==> src/rtl/imem_fetch_ctrl.sv <==
// Instruction fetch sequencer: owns the PC, keeps a small instruction FIFO fed from a
// 1-cycle synchronous InstructionMem, and handles redirect/flush/halt. Optional perf counters: IMEM_FETCH_PERF_EN.
module imem_fetch_ctrl #(
    parameter int              XLEN       = 32,
    parameter logic [XLEN-1:0] RESET_PC   = '0,
    parameter int              FIFO_DEPTH = 2
) (
    input  logic            clk,
    input  logic            rst,
    output logic [XLEN-1:0] imem_addr,
    output logic            imem_rd_en,
    input  logic [XLEN-1:0] imem_rdata,
    input  logic            redirect_valid,
    input  logic [XLEN-1:0] redirect_pc,
    input  logic            halt,
    output logic            inst_valid,
    input  logic            inst_ready,
    output logic [XLEN-1:0] inst_data,
    output logic [XLEN-1:0] inst_pc
`ifdef IMEM_FETCH_PERF_EN
    ,
    output logic [31:0]     perf_fetch_cnt,
    output logic [31:0]     perf_flush_cnt
`endif
);

    localparam int PW = $clog2(FIFO_DEPTH);
    localparam int CW = PW + 1;
    localparam logic [CW:0] DEPTH_V = (CW + 1)'(FIFO_DEPTH);

    typedef enum logic [1:0] {
        IDLE,
        FETCH,
        HALTED
    } state_t;

    state_t          state;
    logic [XLEN-1:0] pc;
    logic [XLEN-1:0] fifo_data [FIFO_DEPTH];
    logic [XLEN-1:0] fifo_pc   [FIFO_DEPTH];
    logic [PW-1:0]   rd_ptr;
    logic [PW-1:0]   wr_ptr;
    logic [CW-1:0]   count;
    logic            inflight;
    logic [XLEN-1:0] inflight_pc;

    logic            pop;
    logic            push;
    logic [CW:0]     occ;
    logic            room;

    // Occupancy after this cycle's pop, counting the response still in flight.
    assign pop  = inst_valid & inst_ready;
    assign push = inflight & ~redirect_valid;
    assign occ  = {1'b0, count} + (CW + 1)'(inflight) - (CW + 1)'(pop);
    assign room = occ < DEPTH_V;

    assign imem_rd_en = (state == FETCH) & ~halt & ~redirect_valid & room;
    assign imem_addr  = pc;

    assign inst_valid = (count != '0);
    assign inst_data  = inst_valid ? fifo_data[rd_ptr] : '0;
    assign inst_pc    = inst_valid ? fifo_pc[rd_ptr]   : '0;

    // NOTE: FIFO storage has no reset; the head outputs are gated by inst_valid instead.
    always_ff @(posedge clk) begin
        if (push) begin
            fifo_data[wr_ptr] <= imem_rdata;
            fifo_pc[wr_ptr]   <= inflight_pc;
        end
    end

    // NOTE: all state uses non-blocking assignments so every register sees pre-edge values.
    always_ff @(posedge clk or posedge rst) begin
        if (rst) begin
            state       <= IDLE;
            pc          <= RESET_PC;
            rd_ptr      <= '0;
            wr_ptr      <= '0;
            count       <= '0;
            inflight    <= 1'b0;
            inflight_pc <= '0;
        end else begin
            case (state)
                IDLE:    state <= FETCH;
                FETCH:   if (halt)  state <= HALTED;
                HALTED:  if (!halt) state <= FETCH;
                default: state <= IDLE;
            endcase

            inflight <= imem_rd_en;
            if (imem_rd_en) inflight_pc <= pc;

            if (redirect_valid) begin
                pc     <= redirect_pc & ~XLEN'(3);
                rd_ptr <= '0;
                wr_ptr <= '0;
                count  <= '0;
            end else begin
                if (imem_rd_en) pc <= pc + XLEN'(4);
                if (push)       wr_ptr <= wr_ptr + PW'(1);
                if (pop)        rd_ptr <= rd_ptr + PW'(1);
                count <= count + CW'(push) - CW'(pop);
            end
        end
    end

`ifdef IMEM_FETCH_PERF_EN
    // A redirect discards whatever the FIFO holds beyond this cycle's pop, plus the landing response.
    always_ff @(posedge clk or posedge rst) begin
        if (rst) begin
            perf_fetch_cnt <= '0;
            perf_flush_cnt <= '0;
        end else begin
            if (imem_rd_en) perf_fetch_cnt <= perf_fetch_cnt + 32'd1;
            if (redirect_valid)
                perf_flush_cnt <= perf_flush_cnt + 32'(count) - 32'(pop) + 32'(inflight);
        end
    end
`endif

endmodule
==> config.mk <==
export PLATFORM = sky130hd
export DESIGN_NAME = imem_fetch_ctrl
export DESIGN_NICKNAME = d
export VERILOG_FILES = /design/src/rtl/imem_fetch_ctrl.sv
export SDC_FILE = /design/constraint.sdc
export NUM_CORES = 1
export LEC_CHECK = 0
export BUFFER_PORTS_ARGS = -buffer_cell sky130_fd_sc_hd__buf_2
export CAP_MARGIN = 20
export CORE_MARGIN = 2
export CORE_UTILIZATION = 49
export CTS_CLUSTER_DIAMETER = 80
export DETAILED_ROUTE_END_ITERATION = 6
export PLACE_DENSITY_LB_ADDON = 0.2
export REMOVE_ABC_BUFFERS = 1
export SYNTH_ARGS = -nofsm -noshare
export SYNTH_HDL_FRONTEND = slang
export SYNTH_SLANG_ARGS = --single-unit
==> constraint.sdc <==
create_clock -name clk -period 3.8 [get_ports clk]
set_input_delay 0.76 -clock clk [delete_from_list [all_inputs] [get_ports clk]]
set_output_delay 0.76 -clock clk [all_outputs]
set_load 0.02 [all_outputs]
# Yosys cells after proc, flatten, opt, wreduce, memory -nomap -nowiden

Memory sizes are Yosys's and may differ from the RTL's.
Cells that the tools add are included.

Add/subtract/negate cells: 7
$lt $le $gt $ge: 1
Equal/unequal tests: 4
Mux-type cells: 14
Bitwise operators: 7
Reduce and logical (&&, ||, !) cells: 6

Operator list:

| operator                                                   | count |
|---|---|
| two-way mux 32 bit                                         | 4 |
| adder 32 x 3 -> 32 bit, second input constant              | 1 |
| nonzero test 2 bit                                         | 4 |
| two-way mux 1 bit                                          | 6 |
| two-way mux 2 bit                                          | 3 |
| case mux 2 bit (3 select lines)                            | 1 |
| AND 1 bit                                                  | 5 |
| inequality test 2 bit, second input constant               | 2 |
| adder 2 x 1 -> 3 bit                                       | 1 |
| less-than comparator 3 x 2 -> 1 bit, second input constant | 1 |
| subtractor 3 x 1 -> 3 bit                                  | 1 |
| adder 1 bit, second input constant                         | 2 |
| adder 2 x 1 -> 2 bit                                       | 1 |
| == test 2 x 1 -> 1 bit, second input constant              | 1 |
| == test 2 bit, second input constant                       | 1 |
| zero test 2 bit                                            | 1 |
| inverter 1 bit                                             | 2 |
| AND reduction 2 bit                                        | 1 |
| subtractor 2 x 1 -> 2 bit                                  | 1 |

Register bits: 71
RAM bits: 128
Bits of input ports: 69
Output and inout bits: 98
Word-level logic and storage cells: 48
Memories: 2

Memories:

| name      | depth | width | rd ports | clocked after memory_dff | write ports | line | source |
|---|---|---|---|---|---|---|---|
| fifo_data | 2     | 32    | 1        | 0                        | 1           | 39   | `logic [XLEN-1:0] fifo_data [FIFO_DEPTH];` |
| fifo_pc   | 2     | 32    | 1        | 0                        | 1           | 40   | `logic [XLEN-1:0] fifo_pc [FIFO_DEPTH];` |

# Longest topological paths before layout

Gate-level depths: netlist of the first run.

Depth in word-level cells: 7
Depth in mapped cells: 11
Mapped depth without buffers: 10

# Worst setup path before layout of the first run

Ideal clock, no wire load.

Path type: input to register
Start point: input redirect_valid
End point: memory fifo_data[0][0] (enable)
Setup time: 0.482 ns
Arrival time: 3.737 ns
Data required time: 3.318 ns
Path slack: -0.419 ns
Stages on the path: 3
Cells stage by stage: clkbuf_1 > nand2b_1 > nor2_1

Cells in the longest elaborated chain, start to end: 4

Ends and longest elaborated chain:

| element                                 | line | source |
|---|---|---|
| from (decl)                             | 13   | `input logic redirect_valid,` |
| inverter 1 bit                          | 54   | `assign push = inflight & ~redirect_valid;` |
| AND 1 bit                               | 54   |  |
| two-way mux 1 bit                       | 67   | `if (push) begin` |
| two-way mux 1 bit (implied by the code) | 68   | `fifo_data[wr_ptr] <= imem_rdata;` |
| to (decl)                               | 39   |  |

No other way between the ends.

# Worst setup path after layout of the first run

Start point: register count[1]
End point: output imem_rd_en

Cells in the longest elaborated chain, start to end: 5
Elaborated cells between the ends (all ways): 6
Classes of those cells: 2 x add/sub; 1 x order compare; 2 x bitwise; 1 x reduce/logical

Ends and longest elaborated chain:

| element                                                      | line | source |
|---|---|---|
| from (decl)                                                  | 43   | `logic [CW-1:0] count;` |
| from (signal assigned)                                       | 103  | `count <= count + CW'(push) - CW'(pop);` |
| branches (longest 2 deep; another with adder 2 x 1 -> 3 bit) | -    |  |
| subtractor 3 x 1 -> 3 bit (*)                                | 55   | `assign occ = {1'b0, count} + (CW + 1)'(inflight) - (CW + 1)'(pop);` |
| less-than comparator 3 x 2 -> 1 bit (*)                      | 56   | `assign room = occ < DEPTH_V;` |
| AND 1 bit (*)                                                | 58   | `assign imem_rd_en = (state == FETCH) & ~halt & ~redirect_valid & room;` |
| to (decl)                                                    | 11   | `output logic imem_rd_en,` |

Mark *: on every way between the ends.

==> summary.md, run 1 <==
| Metric | Value |
|---|---|
| Status | `complete, no violations` |
| Crit path top cell by count | `nor2_4` |
| First-pass GRT wire length | `25.9 mm` |
| Combinational Power Share | `between 30% and 40%` |
| Core ar. | `approximately 0.016 mm²` |
| CP endpoint kind | `output pin` |
| CP Data Arrival Time | `2.75 ns` |
| Pin count of the biggest net entering global routing | `63` |
| Mean area per synthesized cell | `14.3 µm²` |
| #FFs+latches synth | `about 190` |
| Total Routing Usage GR | `between 10% and 20%` |
| Final ANT Viol Nets | `0` |
| P per Cell Area | `approximately 700 mW/mm²` |
| Max clock buf depth | `2` |
| Crit-path slowest cell | `fa_1` |
| CTS Buf Count | `17` |
| Cell internal pwr | `between 4 and 5 mW` |
| Max Cap Violations | `0` |
| CTS tree | `yes` |
| Sw Pwr | `2.32 mW` |
| DR vias | `roughly 4900` |
| Initial DRC count | `between 200 and 250` |
| Initial antenna violation count | `0` |
| Total power | `6.58 mW` |
| Post-CTS Resized | `0` |
| Setup CP Type | `flip-flop to output pin` |
| Post-route minimum period | `around 3.5 ns` |
| Drt via density | `between 5 and 6` |
| Port Buffer Count | `160` |
| DP HPWL | `~11 mm` |
| Post-synth top flop | `edfxtp_1` |
| Number of flops mapped to enable cells by yosys | `about 120` |
| Max Slew Vio Count | `0` |
| Hold Fails Final Rpt | `0` |
| # H-tree levels | `4` |
| F_max | `0.285 GHz` |
| Endpoints failing setup | `0` |
| Std-Cell Rows | `between 40 and 50` |
| RSZ-0062 raised after global routing | `no` |
| Fill cell count | `1283` |
| Vias in the first global route | `between 4000 and 5000` |
| Routability congestion estimate | `0.849` |
| Ant. Diodes | `0` |
| Drt pass-1 iters | `4` |
| Area after DPL | `about 0.009 mm²` |
| # IOs | `~170` |
| Area grow syn2layout | `19.6%` |
| Hold_buf cts | `0` |
| Gr ovfl total | `0` |
| Ys async rst share | `a little over a third` |
| Sequential share of power | `roughly 44%` |
| Origin of the critical flop-to-flop path | `count[1]$_DFF_PP0_` |
| Wire per inst | `17.1 µm` |
| Crit path largest cell delay | `0.52 ns` |
| Worst path required time | `between 3 and 4 ns` |
| YS warnings | `0` |
| CTS Sinks | `between 150 and 200` |
| Layout cell share with drive strength beyond 1 | `34.3%` |
| Clk root buf | `clkbuf_16` |
| Startpoint Class | `flip-flop` |
| Peak VDD IR | `0.661 mV` |
| CP top delay family | `simple AND/OR/NAND/NOR gates` |
| Clock power frac | `between 20 and 25%` |
| Clock Latency Late Sink | `0.43 ns` |
| Tcrit/Tclk final | `92.5%` |
| Netlist cell types | `between 40 and 50` |
| Clock Skew | `just under 0.007 ns` |
| WP depth | `9` |
| Register-to-Register Path Depth | `10` |
| Clk slew on worst S/H paths | `around 0.070 ns` |
| Commonest non-fill, non-tap cell in the layout | `buf_2` |
| Postcts setup bufs | `0` |
| Max FO, Critical Path | `5` |
| Buffers and inverters on the worst path | `2` |
| Die Wd | `between 100 and 150 µm` |
| Fin area | `0.00958 mm²` |
| Worst hold path class | `primary input to async pin` |
| CP startpoint | `count[1]$_DFF_PP0_` |
| Seq/Total Area, Yosys | `between 60% and 70%` |
| CP cell instances | `nor2_4, inv_1, and2_1, nor2b_1, fa_1, and4bb_4, nand2_1, nor2_4, buf_2` |
| Max-slew headroom | `between 40% and 50%` |
| Initial Util | `about half` |
| Final Util | `approximately three fifths` |
| Routed WL | `16.4 mm` |
| Static Leak | `roughly 3.8 nW` |
| Sw Ratio | `a little over a third` |
| Fin Hold WS | `~0.35 ns` |
| Post-Syn Area | `approximately 0.008 mm²` |
| Final net count | `800` |
| Synthesized netlist cell count | `around 560` |
| Chip height | `approximately 130 µm` |
| Die ar. | `~0.017 mm²` |
| Most frequent cells in the layout | `buf_2 (160), edfxtp_1 (124), nor2_1 (71), dfrtp_1 (66), mux2i_1 (63)` |
| Worst slew pin tran | `between 0.7 and 0.8 ns` |
| Drt drc | `0` |
routing by layer:
layer | part of all wire, % | up-vias | GRT usage [%] | wire [µm]
li1 | - | 2323 | - | -
met1 | 44 | 2379 | 24.9 | 7290
met2 | 50 | 129 | 32.5 | 8130
met3 | 4.2 | 21 | 4.11 | 694
met4 | 1.7 | 0 | 6.88 | 282
met5 | 0 | - | 0 | 0
metrics by stage:
| step | instances | setup TNS (ns) | setup slack, ns |
|---|---|---|---|
| final | 956 | 0 | 0.287 |
| after global routing | 956 | 0 | 0.148 |
| after CTS | 955 | 0 | 0.254 |
| after detailed placement | 923 | 0 | 0.443 |
| after global placement | 923 | 0 | 0.497 |
| after floorplan | 536 | -147.87 | -2.81 |
state kept, by name, summed over array words and instances (netlist names):
signal and flops:
imem_addr 30, count 2, inflight 1, wr_ptr 1, fifo_pc 60, inflight_pc 30
rd_ptr 1, fifo_data 64, state 2
worst reg2reg max path, stage by stage (launching register included):
cell	delay [ns]
dfrtp_1	0.48
nor2_4	0.14
inv_1	0.05
and2_1	0.19
nor2b_1	0.15
fa_1	0.52
and4bb_4	0.28
nand4_2	0.49
nor4_1	0.51
xnor2_1	0.17
o21ai_1	0.07
Yosys cell counts, types with 3 or more instances:
master	n	area share, %
buf_2	9	0.56
buf_4	4	0.37
clkbuf_1	12	0.56
dfrtp_1	67	21
edfxtp_1	124	46
ha_1	3	0.47
inv_1	8	0.37
mux2_2	30	4.2
mux2i_1	63	7.9
nand2_1	42	2.0
nand3_1	8	0.50
nand4_1	4	0.31
nor2_1	75	3.5
nor3_1	8	0.50
nor4_1	4	0.31
nor4_4	4	1.1
o21ai_0	21	1.3
o21ai_1	9	0.56
xnor2_1	31	3.4
xor2_1	4	0.44
worst paths after layout:
| check | end | slack [ns] |
|---|---|---|
| worst max-delay path | imem_rd_en | 0.29 |
| worst min-delay path | inflight_pc[25]$_DFFE_PP0P_ | 0.35 |
| worst max register to register | imem_addr[29]$_DFFE_PP0P_ | 0.61 |
| worst min register to register | fifo_pc[0][13]$_DFFE_PP_ | 0.47 |
| max in group asynchronous | imem_addr[11]$_DFFE_PP0P_ | 2.87 |
| min in group clk | fifo_pc[0][13]$_DFFE_PP_ | 0.47 |
power by group through the flow:
stage               Clock, mW  Combinational [mW]  Sequential [mW]
floorplan                   0                1.39             2.94
global placement            0                2.06             2.92
detailed placement          0                2.10             2.95
CTS                      1.62                2.11             2.91
global route             1.71                2.25             2.95
finish                   1.59                2.08             2.90
cell type report:
| cell class | instances | area (µm²) | area share [%] |
|---|---|---|---|
| Clock buffer | 19 | 433 | 4.52 |
| Clock inverter | 13 | 88.8 | 0.927 |
| Inverter | 8 | 30.0 | 0.313 |
| Multi-Input combinational cell | 337 | 2450 | 25.6 |
| Sequential cell | 191 | 5400 | 56.4 |
| Tap cell | 216 | 270 | 2.82 |
| Timing Repair Buffer | 172 | 903 | 9.43 |
logic make-up (layout without fill, tap and decap cells):
logic type | count (synthesis) | count (layout) | synth area share (%)
adder cells (fa/ha/maj) | 4 | 4 | 0.718
flip-flops | 191 | 191 | 67.4
multiplexers | 93 | 93 | 12.1
AND/OR/NAND/NOR | 168 | 168 | 11.2
AO/OA/AOI/OAI | 32 | 32 | 2.03
buffers and inverters | 37 | 212 | 2.47
XOR/XNOR | 36 | 36 | 4.03
other | 1 | 4 | 0.0468
(Power assumes the default switching activity.)
==> run 2, diff against run 1 <==
Clock period 3.8 ns to 3.2 ns, I/O delays scaled along.
==> summary.md, run 2 (same netlist as run 1, synthesis figures left out) <==
| Metric | Value |
|---|---|
| Hold_buf cts | `0` |
| Endpoints failing setup | `0` |
| Max clock buf depth | `2` |
| Max Cap Violations | `0` |
| Worst hold path class | `primary input to async pin` |
| Drt pass-1 iters | `4` |
| Std-Cell Rows | `46` |
| Pin count of the biggest net entering global routing | `66` |
| Gr ovfl total | `0` |
| Core ar. | `0.0159 mm²` |
| # placed instances | `between 900 and 1000` |
| Die ar. | `approximately 0.017 mm²` |
| DP HPWL | `roughly 11 mm` |
| # IOs | `167` |
| Drt via density | `about 5.1` |
| F_max | `around 0.32 GHz` |
| Tcrit/Tclk final | `between 90% and 100%` |
| Area grow syn2layout | `21.1%` |
| CP cell instances | `nor2_4, inv_1, and2_1, nor2b_1, fa_1, and4bb_4, nand2_4, nor2_4, buf_6` |
| Hold Fails Final Rpt | `0` |
| Top reg by flops | `fifo_data` |
| Most frequent cells in the layout | `buf_2 (159), edfxtp_1 (124), nor2_1 (71), dfrtp_1 (65), mux2i_1 (63)` |
| RSZ-0062 raised after global routing | `no` |
| Layout cell share with drive strength beyond 1 | `between 30% and 40%` |
| Crit-path slowest cell | `fa_1` |
| Clk slew on worst S/H paths | `0.07 ns` |
| Total Routing Usage GR | `a little under a fifth` |
| DR vias | `between 4000 and 5000` |
| CP endpoint kind | `output pin` |
| Final net count | `between 800 and 900` |
| Clock Latency Late Sink | `between 0.4 and 0.5 ns` |
| Crit path largest cell delay | `roughly 0.51 ns` |
| Status | `complete, no violations` |
| Static Leak | `slightly below 4 nW` |
| Initial Util | `50.3%` |
| Commonest non-fill, non-tap cell in the layout | `buf_2` |
| Clk root buf | `clkbuf_16` |
| CP Data Arrival Time | `roughly 2.4 ns` |
| Drt drc | `0` |
| CTS Sinks | `191` |
| Ant. Diodes | `0` |
| Routed WL | `around 16 mm` |
| Port Buffer Count | `160` |
| CTS tree | `yes` |
| Peak VDD IR | `between 0.6 and 0.7 mV` |
| Post-Layout Cell Count | `between 900 and 1000` |
| Worst slew pin tran | `between 0.7 and 0.8 ns` |
| Post-route minimum period | `3.08 ns` |
| Setup WS pre-CTS | `0.174 ns` |
| Chip height | `about 130 µm` |
| Final ANT Viol Nets | `0` |
| Max FO, Critical Path | `3` |
| First-pass GRT wire length | `26.0 mm` |
| Crit path top cell by count | `nor2_4` |
| Vias in the first global route | `approximately 5000` |
| Final setup margin | `about 0.12 ns` |
| Worst path required time | `about 2.6 ns` |
| # H-tree levels | `4` |
| Initial antenna violation count | `0` |
| Die Wd | `132 µm` |
| Wire per inst | `16.8 µm` |
| CTS Buf Count | `17` |
| Max Slew Vio Count | `0` |
| Regs by FF count | `fifo_data x64, fifo_pc x60` |
| Setup CP Type | `flip-flop to output pin` |
| Initial DRC count | `roughly 260` |
| P per Cell Area | `about 820 mW/mm²` |
| Max-slew headroom | `roughly half` |
| Clock Skew | `0.00611 ns` |
| Register-to-Register Path Depth | `11` |
| Routability congestion estimate | `approximately 0.85` |
| Setup TNS | `0 ns` |
| Largest register FFs | `64` |
| Startpoint Class | `flip-flop` |
[run 2: cell types whose count changed in the layout (fill, tap and decap cells not counted), moves of 2 or more]
cell / previous run / this run
buf_12: 1 / 3
buf_4: 11 / 13
clkbuf_16: 17 / 19
clkinv_1: 2 / 0
clkinvlp_4: 3 / 1
[run 2: layout make-up]
class / instances / area, µm²
clock inverters: 9 / 70.1
inverters: 8 / 30.0
multi-input cells: 337 / 2460
clock buffers: 23 / 500
flip-flops and latches: 191 / 5410
fillers: 1271 / 6240
repair buffers: 176 / 965
well taps: 216 / 270
[run 2: power breakdown]
part | switching, mW | internal, mW
combinational | 1.54 | 1.01
sequential | 0.332 | 3.11
clock | 0.889 | 1.12
[run 2: metal layers]
metal  vias to the layer above  wire [µm]  GRT usage (%)  part of all wire, %
met5                         -          0              0                    0
met4                         0        221           6.40                  1.4
met3                        20        680           4.19                  4.2
met2                       116       7940           31.9                   49
met1                      2373       7260           24.9                   45
li1                       2350          -              -                    -
[run 2: metrics by stage]
step                      area [µm²]  power, mW  hold WS, ns  utilization (%)
after floorplan                 7860       5.14        0.438                -
final                           9700       8.00        0.314             60.9
after detailed placement        9090       6.01        0.454             57.0
after global placement          9090       5.92        0.446             57.0
after CTS                       9700       8.09        0.327             60.8
after global routing            9700       8.41        0.367             60.9
[run 2: critical path: cells and delay by family, from the launching register on]
family	cells	cell delay (ns)
flip-flops	1	0.43
adder cells (fa/ha/maj)	1	0.51
buffers and inverters	2	0.18
AND/OR/NAND/NOR	6	0.90
[run 2: path summary, 6_finish.rpt]
| path | slack, ns | startpoint | to |
|---|---|---|---|
| worst min register to register | 0.47 | inflight_pc[24]$_DFFE_PP0P_ | fifo_pc[0][24]$_DFFE_PP_ |
| worst max-delay path | 0.12 | count[1]$_DFF_PP0_ | imem_rd_en |
| max in group asynchronous | 2.22 | rst | rd_ptr$_DFFE_PP0P_ |
| worst min-delay path | 0.31 | rst | imem_addr[31]$_DFFE_PP0P_ |
| worst max register to register | 0.22 | count[1]$_DFF_PP0_ | imem_addr[30]$_DFFE_PP0P_ |
| min in group clk | 0.40 | imem_rdata[20] | fifo_data[0][20]$_DFFE_PP_ |
[run 2: what timing repair did]
item                                    CTS  global route
pin swaps                                 2             1
gates resized for setup                   4             1
hold endpoints to repair                  0             0
cloned                                    0             0
buffers inserted                          4             0
endpoints found under the setup margin    1             1
